File: src/rtl/sprite_mixer_pkg.sv
// Shared definitions for the sprite mixer: state encoding, colour width,
// default sprite count and small arithmetic helpers.
package sprite_mixer_pkg;

    localparam int RGB_W            = 3;
    localparam int NSPRITES_DEFAULT = 4;

    typedef enum logic [1:0] {
        ST_IDLE  = 2'd0,
        ST_ACCUM = 2'd1,
        ST_BLANK = 2'd2
    } mix_state_e;

    function automatic logic [7:0] frame_inc(input logic [7:0] value);
        return value + 8'd1;
    endfunction

endpackage

File: src/rtl/sprite_mixer_priority_select.sv
// Combinational fixed-priority colour select: the lowest-index qualified
// sprite supplies the pixel colour.
module sprite_priority_select
    import sprite_mixer_pkg::*;
#(
    parameter int NSPRITES = NSPRITES_DEFAULT
) (
    input  logic [NSPRITES-1:0]       hit,
    input  logic [RGB_W*NSPRITES-1:0] sprite_color,
    output logic                      any_hit,
    output logic [RGB_W-1:0]          sel_color
);

    // Walk from the highest index down so the lowest set hit overwrites last.
    always_comb begin
        any_hit   = |hit;
        sel_color = {RGB_W{1'b0}};
        for (int i = NSPRITES - 1; i >= 0; i--) begin
            if (hit[i]) begin
                sel_color = sprite_color[RGB_W*i +: RGB_W];
            end else begin
                sel_color = sel_color;
            end
        end
    end

endmodule

File: src/rtl/sprite_mixer.sv
// Final-pixel compositor: merges sprite and playfield layers by fixed
// priority and publishes per-frame collision snapshots at vsync.
module sprite_mixer
    import sprite_mixer_pkg::*;
#(
    parameter int NSPRITES = NSPRITES_DEFAULT
) (
    input  logic                      clk,
    input  logic                      reset,
    input  logic                      vsync,
    input  logic                      display_on,
    input  logic [NSPRITES-1:0]       sprite_gfx,
    input  logic [NSPRITES-1:0]       sprite_active,
    input  logic                      playfield_gfx,
    input  logic [RGB_W*NSPRITES-1:0] sprite_color,
    input  logic [RGB_W-1:0]          pf_color,
    input  logic [RGB_W-1:0]          bg_color,
    input  logic                      coll_ack,
    output logic [RGB_W-1:0]          rgb,
    output logic [NSPRITES-1:0]       spr_spr_coll,
    output logic [NSPRITES-1:0]       spr_pf_coll,
    output logic                      coll_pending,
    output logic                      coll_overrun,
    output logic [7:0]                frame_count
);

    localparam logic [NSPRITES-1:0] ONE_HOT0 = {{(NSPRITES-1){1'b0}}, 1'b1};

    mix_state_e          state_r;
    mix_state_e          state_nxt_s;
    logic                vsync_q_r;
    logic                rise_s;
    logic                commit_s;
    logic                accum_en_s;
    logic [NSPRITES-1:0] hit_s;
    logic [NSPRITES-1:0] ss_s;
    logic [NSPRITES-1:0] sp_s;
    logic [NSPRITES-1:0] ss_acc_r;
    logic [NSPRITES-1:0] sp_acc_r;
    logic                any_hit_s;
    logic [RGB_W-1:0]    sel_color_s;
    logic [RGB_W-1:0]    pix_s;

    assign hit_s  = sprite_gfx & sprite_active;
    assign rise_s = vsync & ~vsync_q_r;

    sprite_priority_select #(
        .NSPRITES (NSPRITES)
    ) u_prio (
        .hit          (hit_s),
        .sprite_color (sprite_color),
        .any_hit      (any_hit_s),
        .sel_color    (sel_color_s)
    );

    // Per-pixel collision terms, suppressed outside the visible area.
    always_comb begin
        ss_s = {NSPRITES{1'b0}};
        sp_s = {NSPRITES{1'b0}};
        for (int i = 0; i < NSPRITES; i++) begin
            ss_s[i] = display_on & hit_s[i] & (|(hit_s & ~(ONE_HOT0 << i)));
            sp_s[i] = display_on & hit_s[i] & playfield_gfx;
        end
    end

    // Pixel colour priority: blanking, then sprites, then playfield, then background.
    always_comb begin
        pix_s = {RGB_W{1'b0}};
        if (!display_on) begin
            pix_s = {RGB_W{1'b0}};
        end else if (any_hit_s) begin
            pix_s = sel_color_s;
        end else if (playfield_gfx) begin
            pix_s = pf_color;
        end else begin
            pix_s = bg_color;
        end
    end

    // Frame FSM next state; IDLE discards the partial frame seen after reset.
    always_comb begin
        state_nxt_s = state_r;
        commit_s    = 1'b0;
        accum_en_s  = 1'b0;
        case (state_r)
            ST_IDLE: begin
                if (rise_s) begin
                    state_nxt_s = ST_BLANK;
                end else begin
                    state_nxt_s = ST_IDLE;
                end
            end
            ST_ACCUM: begin
                accum_en_s = 1'b1;
                if (rise_s) begin
                    commit_s    = 1'b1;
                    state_nxt_s = ST_BLANK;
                end else begin
                    state_nxt_s = ST_ACCUM;
                end
            end
            ST_BLANK: begin
                if (!vsync) begin
                    state_nxt_s = ST_ACCUM;
                end else begin
                    state_nxt_s = ST_BLANK;
                end
            end
            default: begin
                state_nxt_s = ST_IDLE;
            end
        endcase
    end

    // State register and vsync edge-detect delay.
    always_ff @(posedge clk or posedge reset) begin
        if (reset) begin
            state_r   <= ST_IDLE;
            vsync_q_r <= 1'b0;
        end else begin
            state_r   <= state_nxt_s;
            vsync_q_r <= vsync;
        end
    end

    // Collision accumulators; a commit restarts them at zero for the new frame.
    always_ff @(posedge clk or posedge reset) begin
        if (reset) begin
            ss_acc_r <= {NSPRITES{1'b0}};
            sp_acc_r <= {NSPRITES{1'b0}};
        end else if (commit_s) begin
            ss_acc_r <= {NSPRITES{1'b0}};
            sp_acc_r <= {NSPRITES{1'b0}};
        end else if (accum_en_s) begin
            ss_acc_r <= ss_acc_r | ss_s;
            sp_acc_r <= sp_acc_r | sp_s;
        end
    end

    // Snapshot and handshake; a commit outranks an ack arriving on the same edge.
    always_ff @(posedge clk or posedge reset) begin
        if (reset) begin
            spr_spr_coll <= {NSPRITES{1'b0}};
            spr_pf_coll  <= {NSPRITES{1'b0}};
            coll_pending <= 1'b0;
            coll_overrun <= 1'b0;
            frame_count  <= 8'd0;
        end else if (commit_s) begin
            spr_spr_coll <= ss_acc_r | ss_s;
            spr_pf_coll  <= sp_acc_r | sp_s;
            coll_pending <= 1'b1;
            coll_overrun <= coll_overrun | coll_pending;
            frame_count  <= frame_inc(frame_count);
        end else if (coll_ack) begin
            coll_pending <= 1'b0;
            coll_overrun <= 1'b0;
        end
    end

    // Registered pixel output.
    always_ff @(posedge clk or posedge reset) begin
        if (reset) begin
            rgb <= {RGB_W{1'b0}};
        end else begin
            rgb <= pix_s;
        end
    end

endmodule

File: config.mk
export PLATFORM = sky130hd
export DESIGN_NAME = sprite_mixer
export DESIGN_NICKNAME = d
export VERILOG_FILES = /design/src/rtl/sprite_mixer_pkg.sv /design/src/rtl/sprite_mixer_priority_select.sv /design/src/rtl/sprite_mixer.sv
export SDC_FILE = /design/constraint.sdc
export NUM_CORES = 1
export LEC_CHECK = 0
export ABC_AREA = 1
export CORE_AREA = 8 8 67 69
export CTS_BUF_LIST = sky130_fd_sc_hd__clkbuf_8
export DETAILED_ROUTE_END_ITERATION = 12
export DIE_AREA = 0 0 75 77
export PLACE_DENSITY = 0.93
export SETUP_SLACK_MARGIN = 0.1
export SYNTH_ARGS = -nofsm -noshare
export SYNTH_HDL_FRONTEND = slang
export SYNTH_SLANG_ARGS = --single-unit
File: constraint.sdc
create_clock -name clk -period 3.3 [get_ports clk]
set_input_delay 0.66 -clock clk [delete_from_list [all_inputs] [get_ports clk]]
set_output_delay 0.66 -clock clk [all_outputs]
set_load 0.02 [all_outputs]
* Yosys cells after proc, flatten, opt, wreduce, memory -nomap -nowiden
Cells that the tools add are included.
** Word-level totals
- Register bits :: 32
- Input port bits :: 32
- Output and inout bits :: 21
- Logic and storage cells :: 60
** Operators by class
- Add/subtract/negate cells :: 1
- Eq/ne operators :: 2
- Muxes and demuxes :: 21
- Bitwise gates (word level) :: 18
- Reduce and logical (&&, ||, !) cells :: 8
** Operators with widths (number)
- 2-to-1 mux 3 bit :: 7
- 2-to-1 mux 4 bit :: 4
- AND 1 bit :: 13
- OR reduction 3 bit :: 4
- adder 8 x 1 -> 8 bit (second input constant) :: 1
- OR 4 bit :: 2
- 2-to-1 mux 1 bit :: 6
- 2-to-1 mux 2 bit :: 3
- one-hot mux 2 bit (3 select lines) :: 1
- AND 4 bit :: 1
- nonzero test 2 bit :: 2
- OR reduction 4 bit :: 1
- equality test 2 x 1 -> 1 bit (second input constant) :: 1
- equality test 2 bit (second input constant) :: 1
- logical NOT 2 bit :: 1
- NOT 1 bit :: 1
- OR 1 bit :: 1

* Logic depth before layout (Yosys ltp)
Gate-level depths: netlist of run 1.
- Depth in word-level cells :: 7
- Gate-level depth with buffers :: 7
- Gate-level depth less buffers :: 7

* Hierarchy
Synthesis of run 1 repeated with hierarchy kept, for this count alone.
** Second synthesis, totals
- Cells, all modules :: 218
- Area total of the unflattened synthesis :: 1636.6 um2
** Modules (own cells, without submodules)
- sprite_mixer :: times used 1, cells each 189, area an instance 1520.2 um2, sequential area each 800.8 um2
- sprite_priority_select :: times used 1, cells each 29, area an instance 116.4 um2, sequential area each 0.0 um2

* Worst setup path after synthesis of run 1
Ideal clock, no wire load.
- Path kind :: input to register
- Start point :: input port sprite_gfx[0]
- End point :: register spr_spr_coll[1]
- Setup time :: 0.116 ns
- Arrival :: 1.239 ns
- Required time :: 3.184 ns
- Path slack :: 1.944 ns
- Stages :: 6
- Buffers on the path :: 0
- Path through :: nand2_1 > inv_1 > o21ai_0 > nand2_1 > nand2_1 > nand2_1
** Between the ends
- Cells in the longest elaborated chain, start to end :: 4
** RTL lines
- start, declared :: line sprite_mixer.sv:12 : input logic [NSPRITES-1:0] sprite_gfx,
- AND 4 bit :: line sprite_mixer.sv:44 : assign hit_s = sprite_gfx & sprite_active;
- OR reduction 3 bit :: line sprite_mixer.sv:61 : ss_s[i] = display_on & hit_s[i] & (|(hit_s & ~(ONE_HOT0 << i)));
- AND 1 bit :: line sprite_mixer.sv:61
- OR 4 bit :: line sprite_mixer.sv:149 : spr_spr_coll <= ss_acc_r | ss_s;
- end signal, assigned :: line sprite_mixer.sv:143 : spr_spr_coll <= {NSPRITES{1'b0}};
- end signal, assigned :: line sprite_mixer.sv:149
- end, declared :: line sprite_mixer.sv:20 : output logic [NSPRITES-1:0] spr_spr_coll,
Every way passes these cells.
A chain may end at the register's enable or synchronous reset.

* Worst setup path after layout of run 1
- Start point :: register frame_count[0]
- End point :: output port frame_count[0]
** RTL lines
- start, declared :: line sprite_mixer.sv:24 : output logic [7:0] frame_count
- start signal, assigned :: line sprite_mixer.sv:153 : frame_count <= frame_inc(frame_count);
No word-level cell between the ends.

==> results.yml, run 1 <==
timing:
  skew_ps: 5.62
  rsz0062_at_grt: "false"
  timing.setup.tns_ps: 0
  worstMarginPinSlew_ps: 392
  final_max_slew_viol_count: 0
  period_minus_slack_ps: 2020
  final-setup-viol-count: 0
  fmax_mhz: 496
  hold_viol: 0
  relSlewSlack_pct: 73.9
  period_share_pct: 61.1
min_path:
  worstHoldStart: "state_r[1]$_DFF_PP0_"
  whs_path_depth: 1
  hold_class: "reg2reg"
  hold_path_end: "state_r[1]$_DFF_PP0_"
clock_tree:
  tritoncts: "done"
  path_clk_slew_ps: 60
  cts.sinks: 32
  root_buffer: "clkbuf_8"
  cts-resized-gates: 0
  clockBufferDepth: 2
  h-tree-depth: 2
  cts_buffers: 5
  post_cts_buffers: 0
  cts_hold_buffers: 0
  clock_latency_ps: 280
layout:
  diodes: 0
  area_growth_pct: 38.8
  nFillCells: 297
  regArea_um2: 801
  drive_gt1_share_pct: 8.09
  nets: 305
  multi_input_area_um2: 708
  fin_cells: 320
global_routing:
  antenna_found_initial: 0
  grt_pass1_wl_um: 6640
  grt_max_degree: 33
  grt_usage_pct: 14.6
  first_global_vias: 1532
  grt_overflow: 0
placed_design:
  place_hpwl_um: 3120
  place_congestion: 0.869
  port_buffers: 52
  dp.cells: 313
critical_path:
  path_class: "reg2out"
  path_cells: "clkdlybuf4s50_1"
  required_ps: 2640
  worstReg2RegStart: "state_r[1]$_DFF_PP0_"
  cpLargestDelayFamily: "buffers and inverters"
  end_kind: "output port"
  crit_slowest_cell: "clkdlybuf4s50_1"
  cp_max_fo: 6
  ff2ff_setup_slack_ps: 1870
  start_kind: "flop"
  reg2regPathDepth: 6
  max_stage_delay_ps: 640
  path_buf_inv: 1
  cp.arrival_ps: 1360
  reg2reg_to: "sp_acc_r[3]$_DFFE_PP0P_"
routing:
  drt_iter0_drc: 73
  wl_um: 3970
  vias: 1556
  via_per_inst: 4.86
  routedWlPerCell_um: 12.4
  drt.antenna.violating_nets: 0
  first_pass_iters: 4
  drc: 0
yosys:
  synth_nets: 249
  ys_types: 24
  ys_seq_area_share_pct: 48.0
  synthTopCellsByArea: "dfrtp_1, nand2_1, inv_1, nor2_1, a21oi_1"
  synth_top_area_share_pct: 48.0
  yosys_warnings: 0
  synth-seq-cells: 32
  synth.avg_cell_area_um2: 7.72
  synth_cells: 216
  synth.cell_area_um2: 1670
  synth_top_area_cell: "dfrtp_1"
power:
  combPwrFrac_pct: 28.0
  netSwitchingPower_mw: 0.334
  power_density_nw_per_um2: 478
  p_seq_share_pct: 43.3
  p_leak_nw: 1.15
  switching_share_pct: 30.2
  irDropWorstVdd_v: 0.000282
  p_clk_share_pct: 28.7
  p_int_mw: 0.773
status:
  status: "completed"
floorplan:
  rows: 22
  initial_core_util_pct: 47.7
  core_um2: 3500
  die_area_um2: 5780
  pin_count: 53
  die_w_um: 75
  die_y_um: 77
run:
  cap_viol_max_count: 0
[cell usage in the layout, fill, tap and decap left out, drive strengths merged]
cell / synthesis / routed
nand4: 3 / 3
xor2: 1 / 1
a31oi: 2 / 2
xnor2: 3 / 3
a21o: 1 / 1
nor2: 23 / 23
dfrtp: 32 / 32
o21ai: 17 / 17
a22oi: 1 / 1
ha: 1 / 1
inv: 32 / 32
clkdlybuf4s50: 0 / 52
nand3: 11 / 11
clkbuf: 1 / 7
nand2: 72 / 72
o31ai: 1 / 1
buf: 3 / 1
a21oi: 12 / 12
[per-layer routing]
layer	wire, µm	track usage [%]
met5	0	0
met1	1550	16.0
met4	55	4.71
met3	300	5.07
met2	2060	24.9
[how the worst max path moves through the flow]
stage / cells past startpoint / slack [ps] / from / end
3_5_place_dp: 6 / 1100 / vsync / sp_acc_r[3]$_DFFE_PP0P_
5_1_grt: 1 / 1230 / frame_count[0]$_DFFE_PP0P_ / frame_count[0]
6_report: 1 / 1280 / frame_count[0]$_DFFE_PP0P_ / frame_count[0]
2_1_floorplan: 6 / 1940 / sprite_gfx[0] / spr_spr_coll[1]$_DFFE_PP0P_
4_1_cts: 1 / 1270 / frame_count[0]$_DFFE_PP0P_ / frame_count[0]
3_3_place_gp: 6 / 1160 / vsync / ss_acc_r[1]$_DFFE_PP0P_
[synthesized netlist by cell type]
master,instances
nor2_4,2
inv_1,29
buf_6,3
o21ai_1,1
o31ai_1,1
nand2_2,2
a21oi_1,11
nand3_1,11
nand4_1,3
xnor2_1,3
nand2_1,69
o21ai_2,5
o21ai_0,11
xor2_1,1
a31oi_1,2
a22oi_1,1
a21oi_2,1
dfrtp_1,32
nor2_1,21
a21o_1,1
nand2_4,1
inv_2,3
ha_1,1
clkbuf_1,1
[state kept, by name, summed over array words and instances (netlist names)]
name / cells
coll_pending: 1
coll_overrun: 1
spr_spr_coll: 4
ss_acc_r: 4
vsync_q_r: 1
frame_count: 8
state_r: 2
sp_acc_r: 4
rgb: 3
spr_pf_coll: 4
[cell families (layout without fill, tap and decap cells)]
| logic type | Yosys count | in the layout | synth area share, % |
|---|---|---|---|
| buffers and inverters | 36 | 92 | 9.46 |
| adder cells (fa/ha/maj) | 1 | 1 | 0.751 |
| flip-flops | 32 | 32 | 48.0 |
| AND/OR/NAND/NOR | 109 | 109 | 27.5 |
| XOR/XNOR | 4 | 4 | 2.10 |
| AO/OA/AOI/OAI | 34 | 34 | 12.2 |
[power by group through the flow]
stage | sequential (mW) | clock, mW | combinational (mW)
2_1_floorplan | 0.533 | 0 | 0.111
3_3_place_gp | 0.486 | 0 | 0.302
3_5_place_dp | 0.487 | 0 | 0.311
4_1_cts | 0.480 | 0.322 | 0.313
5_1_grt | 0.488 | 0.344 | 0.337
6_report | 0.480 | 0.317 | 0.310
[metrics by stage]
step                      hold WS (ps)  setup WS [ps]  util (%)  area (µm²)  power (mW)
after detailed placement           470           1100      63.4        2220       0.797
final                              484           1280      66.2        2310        1.11
after global placement             468           1160      63.4        2220       0.788
after floorplan                    457           1940         -        1670       0.644
after CTS                          487           1270      66.2        2310        1.12
after global routing               512           1230      66.2        2310        1.17
[final cells by class]
type                            count  share of cell area, %
Sequential cell                    32                   34.6
Multi-Input combinational cell    148                   30.6
Timing Repair Buffer               53                   22.8
Tap cell                           48                   2.60
Clock buffer                        7                   4.16
Inverter                           32                   5.19
Note: power is estimated with default switching activity, not from simulation.
==> run 2: changes to the inputs <==
CORE_AREA = 8 8 68 70   (was 8 8 67 69)
DIE_AREA = 0 0 76 78   (was 0 0 75 77)
PLACE_DENSITY = 0.91   (was 0.93)
clock period = 2.05 ns   (was 3.3 ns; I/O delays follow)
==> run 2 against run 1 <==
Effect of this change:
- combinational power grew 59%
- worst hold slack lost 4.4 ps
- largest power group unchanged
- die area grew 2.6%
- highest routed layer unchanged
- critical path type unchanged
- routed wire length shrank 3.9%
==> results.yml, run 2 (synthesis gave the netlist of run 1 again) <==
critical_path:
  max_stage_delay_ps: 650
  cp_max_fo: 6
  ff2ff_setup_slack_ps: 790
  reg2reg_to: "ss_acc_r[3]$_DFFE_PP0P_"
  cpLargestDelayFamily: "buffers and inverters"
  path_buf_inv: 1
  path_cells: "clkdlybuf4s50_1"
  required_ps: 1640
  worstReg2RegStart: "state_r[0]$_DFF_PP0_"
  start_kind: "flop"
  path_class: "reg2out"
  crit_slowest_cell: "clkdlybuf4s50_1"
  end_kind: "output port"
  reg2regPathDepth: 5
  cp.arrival_ps: 1400
clock_tree:
  cts_hold_buffers: 0
  cts.sinks: 32
  post_cts_buffers: 0
  path_clk_slew_ps: 60
  tritoncts: "done"
  clock_latency_ps: 280
  cts-resized-gates: 0
  root_buffer: "clkbuf_8"
  clockBufferDepth: 2
  cts_buffers: 5
  h-tree-depth: 2
layout:
  regMostFlops: "frame_count"
  final_cell_mix: "nand2_1, clkdlybuf4s50_1, dfrtp_1, inv_1, nor2_1"
  final_common_cell: "nand2_1"
  nets: 306
  drive_gt1_share_pct: 8.42
  area_growth_pct: 39.3
  diodes: 0
  finalInstanceArea_um2: 2320
  nFillCells: 295
  largest_reg_flops: 8
global_routing:
  grt_max_degree: 33
  grt_usage_pct: 14.2
  grt_overflow: 0
  grt_pass1_wl_um: 6800
  antenna_found_initial: 0
  first_global_vias: 1535
run:
  cap_viol_max_count: 0
timing:
  period_share_pct: 88.4
  final_max_slew_viol_count: 0
  relSlewSlack_pct: 73.8
  worstMarginPinSlew_ps: 392
  fmax_mhz: 552
  timing.setup.tns_ps: 0
  hold_viol: 0
  final-setup-viol-count: 0
  rsz0062_at_grt: "false"
  skew_ps: 1.63
  period_minus_slack_ps: 1810
power:
  p_leak_nw: 1.15
  irDropWorstVdd_v: 0.000450
  finalPower_mw: 1.79
  power_density_nw_per_um2: 770
floorplan:
  die_w_um: 76
  core_um2: 3550
  rows: 22
  initial_core_util_pct: 46.9
  die_area_um2: 5930
  die_y_um: 78
  pin_count: 53
placed_design:
  place_congestion: 0.815
  place_hpwl_um: 3000
  port_buffers: 52
  placed_area_um2: 2220
routing:
  drt.antenna.violating_nets: 0
  vias: 1526
  routedWlPerCell_um: 11.9
  via_per_inst: 4.75
  drc: 0
  drt_iter0_drc: 70
  wl_um: 3810
  first_pass_iters: 4
min_path:
  worstHoldStart: "state_r[1]$_DFF_PP0_"
  whs_path_depth: 1
  hold_path_end: "state_r[1]$_DFF_PP0_"
  hold_class: "reg2reg"
status:
  status: "completed"
[run 2: how the worst max path moves through the flow]
stage                                from                          to  depth (start not counted)
2_1_floorplan  frame_count[0]$_DFFE_PP0P_  frame_count[6]$_DFFE_PP0P_                          6
3_3_place_gp                        vsync  frame_count[4]$_DFFE_PP0P_                          6
3_5_place_dp                        vsync     ss_acc_r[3]$_DFFE_PP0P_                          6
4_1_cts        frame_count[0]$_DFFE_PP0P_              frame_count[0]                          1
5_1_grt        frame_count[0]$_DFFE_PP0P_              frame_count[0]                          1
6_report       frame_count[0]$_DFFE_PP0P_              frame_count[0]                          1
[run 2: cell type report]
cell class                      instances  area [µm²]  area share (%)
Tap cell                               48        60.1            2.59
Clock buffer                            7        96.3            4.15
Inverter                               32         120            5.18
Sequential cell                        32         801            34.5
Timing Repair Buffer                   54         536            23.1
Multi-Input combinational cell        148         708            30.5
[run 2: where the power goes]
group / internal [mW] / switching [mW]
Combinational: 0.240 / 0.252
Sequential: 0.707 / 0.0681
Clock: 0.298 / 0.222
Total: 1.25 / 0.542
[run 2: per-layer routing]
metal	GRT usage, %	up-vias	part of all wire [%]
li1	-	790	-
met2	24.5	44	51
met3	6.68	4	6.8
met1	14.9	688	41
met4	4.71	0	1.0
met5	0	-	0
[run 2: through the flow]
step                      util [%]  instances  worst slack, ps  hold slack [ps]
final                         65.4        321              238              480
after global routing          65.4        321              180              506
after CTS                     65.4        321              224              483
after detailed placement      62.6        314              268              473
after global placement        62.6        314              336              469
after floorplan                  -        216              922              441
